[src/rtl/keypad_scan_b3.sv]
// =============================================================================
// Module   : keypad_scan_b3
// Brief    : PmodKYPD 4x4 column scanner with per-frame debounce and keycode
//            strobe; auto-repeat is built only when KEYPAD_REPEAT_EN is defined.
// Revision : 1.0 - initial release
// =============================================================================
`default_nettype none

module keypad_scan_b3 #(
    parameter int SCAN_DIV       = 100000,
    parameter int DEBOUNCE_SCANS = 4,
    parameter int REPEAT_DELAY   = 500,
    parameter int REPEAT_RATE    = 100
) (
    input  logic       clk,
    input  logic       reset,
    input  logic [3:0] row,
    output logic [3:0] col,
    output logic [4:0] keycode,
    output logic       key_strobe
);

    localparam int                 c_DIV_W    = $clog2(SCAN_DIV);
    localparam logic [c_DIV_W-1:0] c_DIV_LAST = c_DIV_W'(SCAN_DIV - 1);
    localparam int                 c_CNT_W    = $clog2(DEBOUNCE_SCANS + 1);
    localparam logic [c_CNT_W-1:0] c_CNT_MAX  = c_CNT_W'(DEBOUNCE_SCANS);

    localparam logic [1:0] c_RES_NONE  = 2'd0;
    localparam logic [1:0] c_RES_KEY   = 2'd1;
    localparam logic [1:0] c_RES_MULTI = 2'd2;

    // Indexed by {column slot, row}; slot 0 is col[3], slot 3 is col[0].
    localparam logic [3:0] c_KEY_MAP [16] = '{
        4'h1, 4'h4, 4'h7, 4'h0,
        4'h2, 4'h5, 4'h8, 4'hF,
        4'h3, 4'h6, 4'h9, 4'hE,
        4'hA, 4'hB, 4'hC, 4'hD
    };

    logic [3:0]         r_row_s1;
    logic [3:0]         r_row_s2;
    logic [c_DIV_W-1:0] r_div;
    logic [3:0]         r_col;
    logic [1:0]         r_col_idx;
    logic [1:0]         r_hits;
    logic [3:0]         r_code;
    logic [1:0]         r_cand_kind;
    logic [3:0]         r_cand_code;
    logic [c_CNT_W-1:0] r_cnt;
    logic [4:0]         r_keycode;
    logic               r_strobe;

    logic               w_period_end;
    logic               w_frame_end;
    logic [3:0]         w_row_low;
    logic [2:0]         w_row_cnt;
    logic [1:0]         w_row_sel;
    logic [2:0]         w_hits_sum;
    logic [1:0]         w_hits_next;
    logic [3:0]         w_code_next;
    logic [1:0]         w_res_kind;
    logic               w_same;
    logic [c_CNT_W-1:0] w_cnt_next;
    logic [4:0]         w_keycode_next;
    logic               w_press;
    logic               w_rep_fire;

    always_ff @(posedge clk) begin
        if (reset) begin
            r_row_s1 <= 4'hF;
            r_row_s2 <= 4'hF;
        end else begin
            r_row_s1 <= row;
            r_row_s2 <= r_row_s1;
        end
    end

    assign w_period_end = (r_div == c_DIV_LAST);
    assign w_frame_end  = w_period_end && (r_col_idx == 2'd3);
    assign w_row_low    = ~r_row_s2;
    assign w_row_cnt    = 3'(w_row_low[0]) + 3'(w_row_low[1])
                        + 3'(w_row_low[2]) + 3'(w_row_low[3]);

    always_comb begin
        w_row_sel = 2'd0;
        for (int i = 3; i >= 0; i--) begin
            if (w_row_low[i]) w_row_sel = 2'(i);
        end
    end

    // Hit count saturates at 2: anything beyond one crossing is just "multi".
    always_comb begin
        w_hits_sum  = {1'b0, r_hits} + w_row_cnt;
        w_hits_next = (w_hits_sum > 3'd1) ? 2'd2 : w_hits_sum[1:0];
        w_code_next = (w_row_cnt == 3'd1) ? c_KEY_MAP[{r_col_idx, w_row_sel}] : r_code;
        case (w_hits_next)
            2'd0:    w_res_kind = c_RES_NONE;
            2'd1:    w_res_kind = c_RES_KEY;
            default: w_res_kind = c_RES_MULTI;
        endcase
    end

    always_ff @(posedge clk) begin
        if (reset) begin
            r_div     <= '0;
            r_col     <= 4'b0111;
            r_col_idx <= 2'd0;
            r_hits    <= 2'd0;
            r_code    <= 4'h0;
        end else if (w_period_end) begin
            r_div     <= '0;
            r_col     <= {r_col[0], r_col[3:1]};
            r_col_idx <= r_col_idx + 2'd1;
            if (w_frame_end) begin
                r_hits <= 2'd0;
                r_code <= 4'h0;
            end else begin
                r_hits <= w_hits_next;
                r_code <= w_code_next;
            end
        end else begin
            r_div <= r_div + 1'b1;
        end
    end

    // Multi-key frames never commit, so a ghosted chord leaves the key alone.
    always_comb begin
        w_same = (w_res_kind == r_cand_kind) &&
                 ((w_res_kind != c_RES_KEY) || (w_code_next == r_cand_code));
        if (!w_same)               w_cnt_next = c_CNT_W'(1);
        else if (r_cnt == c_CNT_MAX) w_cnt_next = r_cnt;
        else                       w_cnt_next = r_cnt + 1'b1;

        w_keycode_next = r_keycode;
        if (w_cnt_next == c_CNT_MAX) begin
            if (w_res_kind == c_RES_NONE)     w_keycode_next = 5'h00;
            else if (w_res_kind == c_RES_KEY) w_keycode_next = {1'b1, w_code_next};
        end
        w_press = w_keycode_next[4] && (w_keycode_next != r_keycode);
    end

    always_ff @(posedge clk) begin
        if (reset) begin
            r_cand_kind <= c_RES_NONE;
            r_cand_code <= 4'h0;
            r_cnt       <= '0;
            r_keycode   <= 5'h00;
            r_strobe    <= 1'b0;
        end else begin
            r_strobe <= w_frame_end && (w_press || w_rep_fire);
            if (w_frame_end) begin
                r_cand_kind <= w_res_kind;
                r_cand_code <= w_code_next;
                r_cnt       <= w_cnt_next;
                r_keycode   <= w_keycode_next;
            end
        end
    end

`ifdef KEYPAD_REPEAT_EN
    localparam int c_REP_MAX = (REPEAT_DELAY > REPEAT_RATE) ? REPEAT_DELAY : REPEAT_RATE;
    localparam int c_REP_W   = $clog2(c_REP_MAX + 1);

    logic [c_REP_W-1:0] r_rep_cnt;
    logic               r_rep_armed;
    logic [c_REP_W-1:0] w_rep_inc;

    // First repeat waits REPEAT_DELAY frames, later ones REPEAT_RATE frames.
    always_comb begin
        w_rep_inc  = r_rep_cnt + 1'b1;
        w_rep_fire = 1'b0;
        if (r_keycode[4] && (w_keycode_next == r_keycode)) begin
            w_rep_fire = r_rep_armed ? (w_rep_inc == c_REP_W'(REPEAT_RATE))
                                     : (w_rep_inc == c_REP_W'(REPEAT_DELAY));
        end
    end

    always_ff @(posedge clk) begin
        if (reset) begin
            r_rep_cnt   <= '0;
            r_rep_armed <= 1'b0;
        end else if (w_frame_end) begin
            if (w_keycode_next != r_keycode) begin
                r_rep_cnt   <= '0;
                r_rep_armed <= 1'b0;
            end else if (r_keycode[4]) begin
                if (w_rep_fire) begin
                    r_rep_cnt   <= '0;
                    r_rep_armed <= 1'b1;
                end else begin
                    r_rep_cnt <= w_rep_inc;
                end
            end
        end
    end
`else
    logic w_unused_repeat;
    assign w_unused_repeat = (REPEAT_DELAY + REPEAT_RATE) > 0;
    assign w_rep_fire      = 1'b0;
`endif

    assign col        = r_col;
    assign keycode    = r_keycode;
    assign key_strobe = r_strobe;

endmodule

`default_nettype wire
[config.mk]
export PLATFORM = sky130hd
export DESIGN_NAME = keypad_scan_b3
export DESIGN_NICKNAME = d
export VERILOG_FILES = /design/src/rtl/keypad_scan_b3.sv
export SDC_FILE = /design/constraint.sdc
export NUM_CORES = 1
export LEC_CHECK = 0
export ABC_AREA = 1
export BUFFER_PORTS_ARGS = -buffer_cell sky130_fd_sc_hd__buf_4
export CORE_ASPECT_RATIO = 0.5
export CORE_MARGIN = 3
export CORE_UTILIZATION = 57
export DETAILED_ROUTE_END_ITERATION = 16
export GPL_TIMING_DRIVEN = 0
export PLACE_DENSITY = 0.76
export SLEW_MARGIN = 20
export SYNTH_ARGS = -nofsm -noshare
export SYNTH_HDL_FRONTEND = slang
export SYNTH_SLANG_ARGS = --single-unit
[constraint.sdc]
create_clock -name clk -period 4 [get_ports clk]
set_clock_uncertainty 0.05 [all_clocks]
set_input_delay 0 -clock clk [delete_from_list [all_inputs] [get_ports clk]]
set_output_delay 0 -clock clk [all_outputs]
set_load 0.01 [all_outputs]
Word level (Yosys, flattened, before mapping):

Memory sizes are Yosys's and may differ from the RTL's.
Cells that the tools add are included.

* add/sub/neg operators: 7
* $mul: 0
* divide/modulo/power cells: 0
* magnitude comparators: 2
* equality and inequality tests: 11
* shifts and indexed selects: 0
* muxes and demuxes: 16
* bitwise operators: 2
* reduce and logical (&&, ||, !) cells: 8

Operator list (number)
* 17-bit by 1-bit adder with 17-bit output (second input constant): 1
* 17-bit equality test (second input constant): 1
* 4-bit 2-to-1 mux: 4
* 5-bit 2-to-1 mux: 3
* 2-bit 2-to-1 mux: 6
* 3-bit equality test (second input constant): 2
* 3-bit 2-to-1 mux: 2
* 5-bit greater-or-equal comparator (second input constant): 1
* 5-bit inequality test: 1
* 4-bit NOT with 5-bit output: 1
* 2-bit by 1-bit equality test with 1-bit output (second input constant): 2
* 4-bit equality test: 1
* 1-bit logical AND: 4
* 2-bit logical NOT: 2
* 4-bit NOT: 1
* 2-bit one-hot mux with 2 select lines: 1
* 2-bit by 1-bit adder with 3-bit output: 1
* 2-bit by 3-bit adder with 3-bit output: 1
* 3-bit by 1-bit adder with 3-bit output: 1
* 3-bit by 1-bit adder with 3-bit output (second input constant): 1
* 3-bit by 1-bit equality test with 1-bit output (second input constant): 1
* 3-bit by 1-bit greater-than comparator with 1-bit output (second input constant): 1
* 1-bit by 1-bit adder with 2-bit output: 1
* 2-bit by 1-bit adder with 2-bit output (second input constant): 1
* 5 further kinds: 5

* flip-flop bits (word level): 52
* bits in latches: 0
* memory bits (writable): 0
* bits in read-only memories: 64
* bits of input ports: 6
* word-level logic and storage cells: 59
* memories: 1

Memories
* (name not given): words 16, bits a word 4, read ports 1, clocked after memory_dff 0, write ports 0, RTL line 95 `w_code_next = (w_row_cnt == 3'd1) ? c_KEY_MAP[{r_col_idx, w_row_sel}] : r_code;`

Logic depth before layout (Yosys ltp):

* depth in word-level cells: 19
* depth in mapped cells: 23
* mapped depth without buffers: 23

Least setup slack after synthesis:

Ideal clock, no wire load.

* path kind: reg2reg
* from: register r_row_s2[0]
* to: register r_keycode[3], in the netlist keycode[3]
* setup time: 0.115 ns
* arrival: 3.157 ns
* required time: 3.835 ns
* setup slack: 0.677 ns
* cell stages (with the launch flop): 18
* path buffers: 1
* path through: dfxtp_1 -> inv_1 -> fa_1 -> ha_1 -> ha_1 -> fa_1 -> xor2_1 -> nor2_2 -> nand2_1 -> nand2_1 -> o21ai_0 -> nor2_1 -> nand3_2 -> nor2_4 -> buf_6 -> o21ai_0 -> o21ai_0 -> inv_1

* longest elaborated chain between the ends: 15

RTL lines
* from (decl): RTL line 41 `logic [3:0] r_row_s2;`
* from (signal assigned): RTL line 74 `r_row_s2 <= r_row_s1;`
* 4-bit NOT (*): RTL line 80 `assign w_row_low = ~r_row_s2;`
* 1-bit by 1-bit adder with 2-bit output: RTL line 81 `assign w_row_cnt = 3'(w_row_low[0]) + 3'(w_row_low[1])`
* 2-bit by 1-bit adder with 3-bit output: RTL line 82 `+ 3'(w_row_low[2]) + 3'(w_row_low[3]);`
* 3-bit by 1-bit adder with 3-bit output: RTL line 82
* 2-bit by 3-bit adder with 3-bit output: RTL line 93 `w_hits_sum = {1'b0, r_hits} + w_row_cnt;`
* 3-bit by 1-bit greater-than comparator with 1-bit output: RTL line 94 `w_hits_next = (w_hits_sum > 3'd1) ? 2'd2 : w_hits_sum[1:0];`
* 2-bit 2-to-1 mux: RTL line 94
* 2-bit by 1-bit equality test with 1-bit output or 2-bit logical NOT (tied branches): RTL line 96 `case (w_hits_next)`
* 2-bit one-hot mux with 2 select lines: RTL line 96
* 2-bit by 1-bit inequality test with 1-bit output: RTL line 129 `((w_res_kind != c_RES_KEY) || (w_code_next == r_cand_code));`
* 1-bit logical OR: RTL line 129
* 1-bit logical AND: RTL line 128 `w_same = (w_res_kind == r_cand_kind) &&`
* 3-bit 2-to-1 mux: RTL line 130 `if (!w_same) w_cnt_next = c_CNT_W'(1);`
* 3-bit equality test: RTL line 135 `if (w_cnt_next == c_CNT_MAX) begin`
* 5-bit 2-to-1 mux (*): RTL line 135
* to (signal assigned): RTL line 155 `r_keycode <= w_keycode_next;`
* to (decl): RTL line 50 `logic [4:0] r_keycode;`

Every way passes the cells marked *; elsewhere a longest branch is shown, timed or not. The select of a mux whose other input is x is not followed.
A chain may end at the register's enable or synchronous reset.

Worst setup path after layout:

* from: register r_row_s2[0]
* to: register r_keycode[1], in the netlist keycode[1]

The elaborated chain is that of the path after synthesis.

==> flow_summary.yaml <==
run:
  maxCapViolations: 0
detailed_routing:
  drt_wl_total_um: 5250
  first_pass_iters: 4
  drtIter0Drc: 89
  drc: 0
  dr_total_vias: 2288
  viasPerCell: 5.20
  wire_per_inst_um: 11.9
  ant_nets: 0
setup_path:
  end_kind: "flip-flop"
  reg2reg_from: "r_row_s2[0]"
  startpoint: "r_row_s2[0]"
  required_ps: 4150
  start_kind: "flip-flop"
  regToRegSetupSlack_ps: 430
  crit_type: "flip-flop to flip-flop"
  cp.arrival_ps: 3720
  path_max_fanout: 10
floorplan:
  rows: 16
  die_x_um: 101
  core_mm2: 0.00412
  ioPinCount: 16
  die_area_mm2: 0.00542
  dieHeight_um: 53.6
  initial_core_util_pct: 62.6
sta:
  post-route-period-util_pct: 89.2
  maxSlewHeadroom_pct: 61.8
  fmax_mhz: 280
  drv_slew: 0
  min_period_ps: 3570
  rsz0062_at_grt: "false"
  setup_viol: 0
  hold_violations: 0
  postLayoutSetupSlackWorst_ps: 434
  tns_ps: 0
  worst_pin_slew_ps: 568
finish:
  final_cell_mix: "nand2_1, inv_1, dfxtp_1"
  layout_commonest_cell: "nand2_1"
  syn_to_final_growth_pct: 13.4
  antenna_cells: 0
  nNetsFinal: 401
  layout-drive-gt1-share_pct: 12.7
worst_hold_path:
  hold_path_class: "input pin to flip-flop"
  holdCritStartpoint: "row[0]"
synthesis:
  ys_types: 35
  netlist.area_leader.share_pct: 40.3
  synth_area_per_cell_um2: 7.21
  synthCells: 358
  synth_seq_cells: 52
  synth_area_mm2: 0.00258
  synth-seq-area-share_pct: 40.3
  synth_area_leaders: "dfxtp_1, nand2_1, inv_1, o21ai_0, a21oi_1"
  ys_warn_count: 0
  yosys.area.top_type: "dfxtp_1"
  syn-num-nets: 374
global_route:
  grt_pass1_wl_um: 9340
  grt.total_usage_pct: 22.2
  antenna_found_initial: 0
  grt_pass1_vias: 2193
  grt_max_degree: 17
  grt-ovfl-total: 0
clock_tree:
  clk_pin_slew_ps: 100
  post_cts_buffers: 0
  clock-sinks: 52
  root_buffer: "clkbuf_8"
  clk_latency_ps: 310
  htreeDepth: 2
  cts_buffers: 5
  cts_tree: "done"
  clockBufferDepth: 2
pwr:
  p_sw_uw: 249
  p_per_area_mw_per_mm2: 342
  p_int_uw: 752
  irDropWorstVdd_mv: 0.203
  pwr-share-clk_pct: 36.3
  seqPwrFrac_pct: 52.6
  switching_share_pct: 24.9
  comb_power_share_pct: 11.1
  p_leak_nw: 1.33
  finalPower_mw: 1.00
outcome:
  status: "finished, final reports clean"
place:
  post-place-ws_ps: 347
  hpwlAfterDp_um: 3990
  place.gp.congestion: 0.869
  port_buffers: 15
power groups by stage:
stage	sequential, mW	combinational [mW]	clock [mW]
floorplan	0.538	0.0800	0
global placement	0.538	0.103	0
detailed placement	0.539	0.106	0
CTS	0.527	0.111	0.369
global route	0.528	0.128	0.393
finish	0.526	0.112	0.363
routing by layer:
metal,routed length (µm),vias to the layer above,part of all wire [%],global-route usage (%)
met1,2520,1043,48,27.0
met4,21,0,0.40,4.64
met3,227,4,4.3,5.43
li1,-,1201,-,-
met2,2480,40,47,40.7
met5,0,-,0,0
Yosys cell counts:
master    number
nand2_1       79
dfxtp_1       52
inv_1         52
nor2_1        29
o21ai_0       28
a21oi_1       23
nand3_1       22
or2_2          9
ha_1           8
nand2_2        5
o22ai_1        5
xor2_1         5
clkbuf_1       4
nor3_1         4
nand4_1        3
nor4_1         3
a21oi_2        2
a22oi_1        2
fa_1           2
inv_2          2
nand3_2        2
nand3b_1       2
nor2_2         2
xnor2_1        2
a211o_1        1
a211oi_1       1
a21boi_0       1
buf_4          1
buf_6          1
clkinv_1       1
nand2_4        1
nor2_4         1
nor3_2         1
nor3b_1        1
o21a_1         1
per-stage QoR:
stage	util [%]	instance area (µm²)	hold slack (ps)	instances
floorplan	-	2580	53.8	358
global placement	67.0	2760	134	427
detailed placement	67.0	2760	138	427
CTS	70.9	2920	365	440
global route	71.0	2930	374	440
finish	71.0	2930	366	440
area by class of cell:
cell class                      count  area, µm²
Timing Repair Buffer               20        163
Buffer                              6       33.8
Clock inverter                      2       38.8
Tap cell                           54       67.6
Fill cell                         330       1200
Clock buffer                        6       72.6
Sequential cell                    52       1040
Multi-Input combinational cell    245       1310
Inverter                           55        206
state kept, by name, summed over array words and instances, names as in the netlist:
| register | flops |
|---|---|
| col | 4 |
| key_strobe | 1 |
| keycode | 5 |
| r_cand_code | 4 |
| r_cand_kind | 2 |
| r_cnt | 3 |
| r_code | 4 |
| r_col_idx | 2 |
| r_div | 17 |
| r_hits | 2 |
| r_row_s1 | 4 |
| r_row_s2 | 4 |
critical path, stage by stage, from the launching register on:
cell and delay (ps):
dfxtp_1 370, inv_1 70, fa_1 470, ha_1 190, ha_1 330, fa_1 420
xor2_1 190, nor2_4 170, nand2_1 140, nand2_1 80, o21ai_0 70, nor2_1 160
nand3_2 140, nor2_4 160, buf_6 160, o21ai_0 80, o21ai_0 160, inv_1 50
worst paths after layout:
kind,to,cells past startpoint
worst max register to register,keycode[1],17
worst max-delay path,keycode[1],17
worst min register to register,r_row_s2[1],1
worst min-delay path,r_row_s1[0],3
cells by family after synthesis:
kind of cell / Yosys count / synth area share (%)
AOI/OAI and AO/OA: 64 / 13.6
adders and majority gates: 10 / 5.43
DFF: 52 / 40.3
xor gates and xnor gates: 7 / 2.38
buffers and inverters: 61 / 9.31
and+or+nand+nor: 164 / 29.0
timing repair:
item	4_1_cts	5_1_grt
hold endpoints to repair	8	0
setup endpoints to repair	0	1
hold buffers	5	0
gates resized for setup	0	1
No activity file was read; power rests on OpenSTA's default activity.
